**src/rtl/hazard_unit_if.sv**
```systemverilog
// Pipeline-to-hazard-unit signal bundle: EX/MEM/WB register and opcode state in,
// forwarding selects/values, stall and flushes out.
interface hazard_unit_if;
    logic [3:0]  Ra;
    logic [3:0]  Rb;
    logic [3:0]  Rd_EXMEM;
    logic [3:0]  Rd_MEMWB;
    logic [1:0]  opTypeMem;
    logic [1:0]  opTypeWB;
    logic [3:0]  opCodeMem;
    logic [3:0]  opCodeWB;
    logic [31:0] aluResult;
    logic [31:0] Result;
    logic        branchTakenFlag;
    logic        regWriteMem;
    logic        regWriteWB;

    logic        Fa;
    logic        Fb;
    logic        Fc;
    logic [31:0] Forward1;
    logic [31:0] Forward2;
    logic [31:0] Forward3;
    logic        stall;
    logic        flush1;
    logic        flush2;
    logic        flush3;
    logic        flush4;
    logic        flush5;

    // No handshake: every output is a pure function of the inputs presented in the same cycle.
    modport master (
        output Ra, Rb, Rd_EXMEM, Rd_MEMWB, opTypeMem, opTypeWB, opCodeMem, opCodeWB,
               aluResult, Result, branchTakenFlag, regWriteMem, regWriteWB,
        input  Fa, Fb, Fc, Forward1, Forward2, Forward3, stall,
               flush1, flush2, flush3, flush4, flush5
    );

    modport slave (
        input  Ra, Rb, Rd_EXMEM, Rd_MEMWB, opTypeMem, opTypeWB, opCodeMem, opCodeWB,
               aluResult, Result, branchTakenFlag, regWriteMem, regWriteWB,
        output Fa, Fb, Fc, Forward1, Forward2, Forward3, stall,
               flush1, flush2, flush3, flush4, flush5
    );
endinterface

```
**src/rtl/hazard_unit.sv**
```systemverilog
// Combinational forwarding / load-use stall / branch-flush unit for the 5-stage pipeline.
// Define HAZARD_STATS_EN to add the stallCount/flushCount statistics counters.
module hazard_unit (
    input  logic          clk,
    input  logic          rst,
    hazard_unit_if.slave  hz
`ifdef HAZARD_STATS_EN
    ,
    output logic [31:0]   stallCount,
    output logic [31:0]   flushCount
`endif
);

    function automatic logic writes(input logic [1:0] t, input logic [3:0] c);
        return (t == 2'b00) || (t == 2'b01) || ((t == 2'b10) && (c == 4'b0000));
    endfunction

    logic memW;
    logic wbW;
    logic isLoadMem;
    logic isStoreMem;

    // Opcode decode is authoritative; the pipeline write-enables are deliberately ignored.
    assign memW       = writes(hz.opTypeMem, hz.opCodeMem);
    assign wbW        = writes(hz.opTypeWB, hz.opCodeWB);
    assign isLoadMem  = (hz.opTypeMem == 2'b10) && (hz.opCodeMem == 4'b0000);
    assign isStoreMem = (hz.opTypeMem == 2'b10) && (hz.opCodeMem == 4'b0001);

    always_comb begin
        hz.Fa       = 1'b0;
        hz.Fb       = 1'b0;
        hz.Fc       = 1'b0;
        hz.Forward1 = '0;
        hz.Forward2 = '0;
        hz.Forward3 = '0;
        hz.stall    = 1'b0;
        hz.flush1   = 1'b0;
        hz.flush2   = 1'b0;
        hz.flush3   = 1'b0;
        hz.flush4   = 1'b0;
        hz.flush5   = 1'b0;

        // A load in MEM has no data yet, so it never forwards; it stalls instead.
        if (memW && (hz.Ra == hz.Rd_EXMEM) && !isLoadMem) begin
            hz.Fa       = 1'b1;
            hz.Forward1 = hz.aluResult;
        end else if (wbW && (hz.Ra == hz.Rd_MEMWB)) begin
            hz.Fa       = 1'b1;
            hz.Forward1 = hz.Result;
        end

        if (memW && (hz.Rb == hz.Rd_EXMEM) && !isLoadMem) begin
            hz.Fb       = 1'b1;
            hz.Forward2 = hz.aluResult;
        end else if (wbW && (hz.Rb == hz.Rd_MEMWB)) begin
            hz.Fb       = 1'b1;
            hz.Forward2 = hz.Result;
        end

        if (isStoreMem && wbW && (hz.Rd_EXMEM == hz.Rd_MEMWB)) begin
            hz.Fc       = 1'b1;
            hz.Forward3 = hz.Result;
        end

        if (hz.branchTakenFlag) begin
            hz.flush2 = 1'b1;
            hz.flush3 = 1'b1;
            hz.flush4 = 1'b1;
        end else if (isLoadMem && ((hz.Ra == hz.Rd_EXMEM) || (hz.Rb == hz.Rd_EXMEM))) begin
            hz.stall = 1'b1;
        end
    end

`ifdef HAZARD_STATS_EN
    always_ff @(posedge clk) begin
        if (rst) begin
            stallCount <= '0;
            flushCount <= '0;
        end else begin
            if (hz.stall)           stallCount <= stallCount + 32'd1;
            if (hz.branchTakenFlag) flushCount <= flushCount + 32'd1;
        end
    end
`endif

    logic unusedInputs;
    assign unusedInputs = &{1'b0, hz.regWriteMem, hz.regWriteWB
`ifndef HAZARD_STATS_EN
                            , clk, rst
`endif
                           };

endmodule

```
**src/flat_wrapper.sv**
```systemverilog
// flat-port wrapper written by rule: the top's interface ports become plain ports
module hazard_unit_flat 
  (clk, rst, hz_Ra, hz_Rb, hz_Rd_EXMEM, hz_Rd_MEMWB, hz_opTypeMem, hz_opTypeWB, hz_opCodeMem, hz_opCodeWB, hz_aluResult, hz_Result, hz_branchTakenFlag, hz_regWriteMem, hz_regWriteWB, hz_Fa, hz_Fb, hz_Fc, hz_Forward1, hz_Forward2, hz_Forward3, hz_stall, hz_flush1, hz_flush2, hz_flush3, hz_flush4, hz_flush5);
  hazard_unit_if hz_i ();
  input  logic clk;
  input  logic rst;
  input wire logic [$bits(hz_i.Ra)-1:0] hz_Ra;
  input wire logic [$bits(hz_i.Rb)-1:0] hz_Rb;
  input wire logic [$bits(hz_i.Rd_EXMEM)-1:0] hz_Rd_EXMEM;
  input wire logic [$bits(hz_i.Rd_MEMWB)-1:0] hz_Rd_MEMWB;
  input wire logic [$bits(hz_i.opTypeMem)-1:0] hz_opTypeMem;
  input wire logic [$bits(hz_i.opTypeWB)-1:0] hz_opTypeWB;
  input wire logic [$bits(hz_i.opCodeMem)-1:0] hz_opCodeMem;
  input wire logic [$bits(hz_i.opCodeWB)-1:0] hz_opCodeWB;
  input wire logic [$bits(hz_i.aluResult)-1:0] hz_aluResult;
  input wire logic [$bits(hz_i.Result)-1:0] hz_Result;
  input wire logic [$bits(hz_i.branchTakenFlag)-1:0] hz_branchTakenFlag;
  input wire logic [$bits(hz_i.regWriteMem)-1:0] hz_regWriteMem;
  input wire logic [$bits(hz_i.regWriteWB)-1:0] hz_regWriteWB;
  output wire logic [$bits(hz_i.Fa)-1:0] hz_Fa;
  output wire logic [$bits(hz_i.Fb)-1:0] hz_Fb;
  output wire logic [$bits(hz_i.Fc)-1:0] hz_Fc;
  output wire logic [$bits(hz_i.Forward1)-1:0] hz_Forward1;
  output wire logic [$bits(hz_i.Forward2)-1:0] hz_Forward2;
  output wire logic [$bits(hz_i.Forward3)-1:0] hz_Forward3;
  output wire logic [$bits(hz_i.stall)-1:0] hz_stall;
  output wire logic [$bits(hz_i.flush1)-1:0] hz_flush1;
  output wire logic [$bits(hz_i.flush2)-1:0] hz_flush2;
  output wire logic [$bits(hz_i.flush3)-1:0] hz_flush3;
  output wire logic [$bits(hz_i.flush4)-1:0] hz_flush4;
  output wire logic [$bits(hz_i.flush5)-1:0] hz_flush5;
  assign hz_i.Ra = hz_Ra;
  assign hz_i.Rb = hz_Rb;
  assign hz_i.Rd_EXMEM = hz_Rd_EXMEM;
  assign hz_i.Rd_MEMWB = hz_Rd_MEMWB;
  assign hz_i.opTypeMem = hz_opTypeMem;
  assign hz_i.opTypeWB = hz_opTypeWB;
  assign hz_i.opCodeMem = hz_opCodeMem;
  assign hz_i.opCodeWB = hz_opCodeWB;
  assign hz_i.aluResult = hz_aluResult;
  assign hz_i.Result = hz_Result;
  assign hz_i.branchTakenFlag = hz_branchTakenFlag;
  assign hz_i.regWriteMem = hz_regWriteMem;
  assign hz_i.regWriteWB = hz_regWriteWB;
  assign hz_Fa = hz_i.Fa;
  assign hz_Fb = hz_i.Fb;
  assign hz_Fc = hz_i.Fc;
  assign hz_Forward1 = hz_i.Forward1;
  assign hz_Forward2 = hz_i.Forward2;
  assign hz_Forward3 = hz_i.Forward3;
  assign hz_stall = hz_i.stall;
  assign hz_flush1 = hz_i.flush1;
  assign hz_flush2 = hz_i.flush2;
  assign hz_flush3 = hz_i.flush3;
  assign hz_flush4 = hz_i.flush4;
  assign hz_flush5 = hz_i.flush5;
  hazard_unit u_core (.clk(clk), .rst(rst), .hz(hz_i));
endmodule
```
**config.mk**
```make
export PLATFORM = sky130hd
export DESIGN_NAME = hazard_unit_flat
export DESIGN_NICKNAME = d
export VERILOG_FILES = /design/src/rtl/hazard_unit_if.sv /design/src/rtl/hazard_unit.sv /design/src/flat_wrapper.sv
export SDC_FILE = /design/constraint.sdc
export NUM_CORES = 1
export LEC_CHECK = 0
export ABC_AREA = 0
export BUFFER_PORTS_ARGS = -buffer_cell sky130_fd_sc_hd__buf_2
export CORE_AREA = 3 3 76 78
export DETAILED_ROUTE_END_ITERATION = 16
export DIE_AREA = 0 0 79 81
export PLACE_DENSITY_LB_ADDON = 0.15
export SYNTH_ARGS = -nofsm -noshare
export SYNTH_HDL_FRONTEND = slang
export SYNTH_SLANG_ARGS = --single-unit
```
**constraint.sdc**
```tcl
create_clock -name vclk -period 3.7
set_input_delay 0.555 -clock vclk [all_inputs]
set_output_delay 0.555 -clock vclk [all_outputs]
set_load 0.005 [all_outputs]
```
# [After elaboration in Yosys (flattened, before gate mapping)]
# Cells that the tools add are included.
[op_classes] muxes=13 eq_ne=10 n_reduce_logical=22
[ops] op="32-bit two-way mux" count=5
[ops] op="4-bit == test" count=5
[ops] op="1-bit logical AND" count=12
[ops] op="4-bit logical NOT" count=2
[ops] op="1-bit two-way mux" count=8
[ops] op="1-bit logical OR" count=5
[ops] op="2-bit by 1-bit == test with 1-bit output (second input constant)" count=2
[ops] op="2-bit == test (second input constant)" count=2
[ops] op="4-bit by 1-bit == test with 1-bit output (second input constant)" count=1
[ops] op="2-bit logical NOT" count=2
[ops] op="1-bit logical NOT" count=1
[totals] wordCells=45 input_bits=97 regBits=0 out_inout_bits=105

# [Logic depth before layout (Yosys ltp)]
[logic_depth] word_depth=6 mapped_depth=5 ltp_nobuf=4

# [Least setup slack after synthesis]
# No wires, ideal clock.
[synth_path] path_kind="input -> output" startpoint="input port hz_opTypeWB[0]" endpoint="output port hz_Forward3[22]" slack_ns=1.127 path_stages=5 arrival_ns=2.018 required_ns=3.145 cell_sequence="or4_1 > o21a_2 > nor4_4 > buf_6 > and2_1"
[synth_between] elab_chain_cells=6 elab_cells_between_ends=9
[synth_lines] item="start: declaration" line_no="flat_wrapper.sv:12" rtl="input wire logic [$bits(hz_i.opTypeWB)-1:0] hz_opTypeWB;"
[synth_lines] item="2-bit by 1-bit == test with 1-bit output (tied with other cells)" line_no="hazard_unit.sv:15" rtl="return (t == 2'b00) || (t == 2'b01) || ((t == 2'b10) && (c == 4'b0000));"
[synth_lines] item="1-bit logical OR / 1-bit logical AND (equally long branches)" line_no="hazard_unit.sv:15"
[synth_lines] item="1-bit logical OR *" line_no="hazard_unit.sv:15"
[synth_lines] item="1-bit logical AND * (2 in a row)" line_no="hazard_unit.sv:60" rtl="if (isStoreMem && wbW && (hz.Rd_EXMEM == hz.Rd_MEMWB)) begin"
[synth_lines] item="32-bit two-way mux *" line_no="hazard_unit.sv:60"
[synth_lines] item="end: declaration" line_no="flat_wrapper.sv:25" rtl="output wire logic [$bits(hz_i.Forward3)-1:0] hz_Forward3;"
# Mark *: on every way between the ends. The rest lies on a longest branch, timed or not.

# [Final worst setup path]
[layout_path] startpoint="input port hz_opTypeWB[0]" endpoint="output port hz_Forward2[20]"
[layout_between] elab_chain_cells=6 elab_cells_between_ends=9
[layout_lines] item="2-bit by 1-bit == test with 1-bit output (tied with other cells)" line_no="hazard_unit.sv:15"
[layout_lines] item="1-bit logical OR / 1-bit logical AND (equally long branches)" line_no="hazard_unit.sv:15"
[layout_lines] item="1-bit logical OR *" line_no="hazard_unit.sv:15"
[layout_lines] item="1-bit logical AND *" line_no="hazard_unit.sv:55" rtl="end else if (wbW && (hz.Rb == hz.Rd_MEMWB)) begin"
[layout_lines] item="32-bit two-way mux *" line_no="hazard_unit.sv:55"
[layout_lines] item="32-bit two-way mux *" line_no="hazard_unit.sv:52" rtl="if (memW && (hz.Rb == hz.Rd_EXMEM) && !isLoadMem) begin"
[layout_lines] item="end: declaration" line_no="flat_wrapper.sv:24" rtl="output wire logic [$bits(hz_i.Forward2)-1:0] hz_Forward2;"
# Marks and branches as above.

==> summary.md <==
| Metric | Value |
|---|---|
| Pre-CTS WS | roughly 730 ps |
| Critical path arrival | roughly 2400 ps |
| Routed wl met3 | 656 um |
| Gr ovfl total | 0 |
| Slowest cell on crit path | or4_1 |
| Starting density of the core | 23.8% |
| Status | finished clean |
| Unique masters post-synth | 22 |
| Post-synthesis cell count | around 160 |
| Final worst path period share | between 70% and 80% |
| Vias/cell | 4.86 |
| Layout cell share with drive strength beyond 1 | just over 60% |
| IO Count | slightly above 200 |
| Worst Hold Class | in -> out |
| Die Ht | roughly 81 um |
| Filler cell count | ~580 |
| Layout area overhead | 86.2% |
| F_max | ~340 MHz |
| DRC Markers | 0 |
| Peak VDD IR | 0.0000358 V |
| Drt first pass iters | 4 |
| Non-Filler Instances | 413 |
| Antenna Cells | 0 |
| Placed insts | a little over 400 |
| CP top delay family | compound AO/OA/AOI/OAI gates |
| Crit path buffers/inverters | 3 |
| Synth warn | 0 |
| First-pass GRT wire length | approximately 9000 um |
| Max-Cap Viols | 0 |
| 1st-iter DRT viols | 51 |
| Port bufs | 196 |
| Sequential area share after synthesis | 0% |
| Relative slew slack | around 62% |
| # clk buffers | 0 |
| Routability congestion estimate from global placement | 0.787 |
| FF+latch count | 0 |
| Die width | around 80 um |
| Worst-path fanout max | 15 |
| WS Path Type | in -> out |
| CTS Hold Bufs | 0 |
| Critical path, cell by cell | buf_2 -> or4_1 -> o21a_2 -> a211oi_4 -> buf_4 -> a22o_1 -> buf_2 |
| DIE AREA | roughly 6400 um^2 |
| Startpoint types | input pin |
| Met1 WL | around 2400 um |
| Row cnt | 26 |
| Cell mode on critical path | buf_2 |
| GRT Util Overall | 16.9% |
| Slew Limit Fails | 0 |
| Nets | approximately 440 |
| Fin. Hold Viols | 0 |
| Core box area | approximately 5000 um^2 |
| Minimum clock period | approximately 3000 ps |
| Slowest stage delay, CP | around 500 ps |
| Unrepaired setup endpoints after global routing | no |
| Vias in the first global route | between 1,500 and 2,000 |
| Final setup vio count | 0 |
| Highest Signal Layer | met3 |
| HPWL after DPL | 5170 um |
| DR vias | about 2,000 |
| Mapped cell area | 1220 um^2 |
| Cell Pwr Density | roughly 78 nW/um^2 |
| Leakage | roughly 1.4 nW |
| Post_cts resized | 0 |
| Setup_tns | 0 ps |
| Met2 WL | 3150 um |
| Tightest Pin Transition | around 560 ps |
| Mean post-synth cell area | between 7 and 8 um^2 |
| Largest net degree at the start of global routing | 28 |
| Initial antenna violation count | 0 |
| Register area | 0 um^2 |
| Setup bufs post-CTS | 0 |
| Req. time, crit path | between 3000 and 4000 ps |
| Final WL | ~6200 um |
| DR WL/cell | 15.1 um |
| Post-DRT Antenna Nets | 0 |
| Endpoint class of the critical path | primary output |
| Setup ws final | ~740 ps |
layer usage:
| layer | vias up | track usage (%) |
|---|---|---|
| li1 | 984 | - |
| met1 | 906 | 19.3 |
| met2 | 118 | 34.0 |
| met3 | 0 | 3.44 |
| met4 | 0 | 0 |
| met5 | - | 0 |
power by group:
| group | internal, mW | total [mW] | switching [mW] | leakage (nW) |
|---|---|---|---|---|
| combinational | 0.0919 | 0.178 | 0.0856 | 1.37 |
| sequential | 0 | 0 | 0 | 0 |
| clock | 0 | 0 | 0 | 0 |
| total | 0.0919 | 0.178 | 0.0856 | 1.37 |
cell usage after synthesis, drive strengths merged:
cell / instances / area (um^2)
or4: 1 / 7.51
a2111oi: 1 / 8.76
conb: 1 / 3.75
and2: 32 / 200
nor3: 1 / 5.00
buf: 14 / 101
clkbuf: 6 / 22.5
nand3: 1 / 5.00
inv: 1 / 3.75
o21a: 1 / 8.76
o22ai: 2 / 12.5
a211oi: 2 / 25.0
nor4: 1 / 21.3
nor2: 2 / 7.51
nand4: 4 / 25.0
and4: 2 / 17.5
a22o: 64 / 561
xnor2: 20 / 175
nand2: 1 / 3.75
nand3b: 1 / 7.51
path summary, 6_finish.rpt:
| check | start | endpoint | slack (ps) | cells after the start |
|---|---|---|---|---|
| worst max-delay path | hz_opTypeWB[0] | hz_Forward2[20] | 740 | 7 |
| worst min-delay path | hz_branchTakenFlag | hz_flush2 | 1320 | 2 |
cells in the final DEF, fill, tap and decap left out:
master     count
buf_12         2
a2111oi_0      1
or4_1          1
nand2_1        1
nor3_1         1
nor2_2         2
conb_1         2
o22ai_1        2
nand3_1        1
nor4_4         1
a211oi_4       2
o21a_2         1
nand3b_1       1
and2_1        32
xnor2_1       20
inv_1          1
nand4_1        4
and4_1         2
buf_2        196
buf_4          6
a22o_1        64
layout make-up:
cell class / instances / area (um^2) / share of cell area, %
Inverter: 1 / 3.75 / 0.165
Multi-Input combinational cell: 138 / 1120 / 49.1
Tap cell: 70 / 87.6 / 3.85
Timing Repair Buffer: 204 / 1070 / 46.8
per-stage QoR:
step	util, %	hold WS [ps]	instance area (um^2)	total power [mW]
after floorplan	-	1160	1230	0.0718
after global placement	44.3	1320	2280	0.176
after detailed placement	44.3	1320	2280	0.178
after CTS	44.3	1320	2280	0.178
after global routing	44.3	1330	2280	0.195
final	44.3	1320	2280	0.178
logic make-up (layout without fill, tap and decap cells):
family / Yosys count / count (layout) / synth area share [%]
AO/OA/AOI/OAI: 70 / 70 / 50.4
XOR/XNOR: 20 / 20 / 14.3
buffers and inverters: 21 / 205 / 10.4
other: 1 / 2 / 0.307
AND/OR/NAND/NOR: 46 / 46 / 24.6
(Power assumes the default switching activity.)
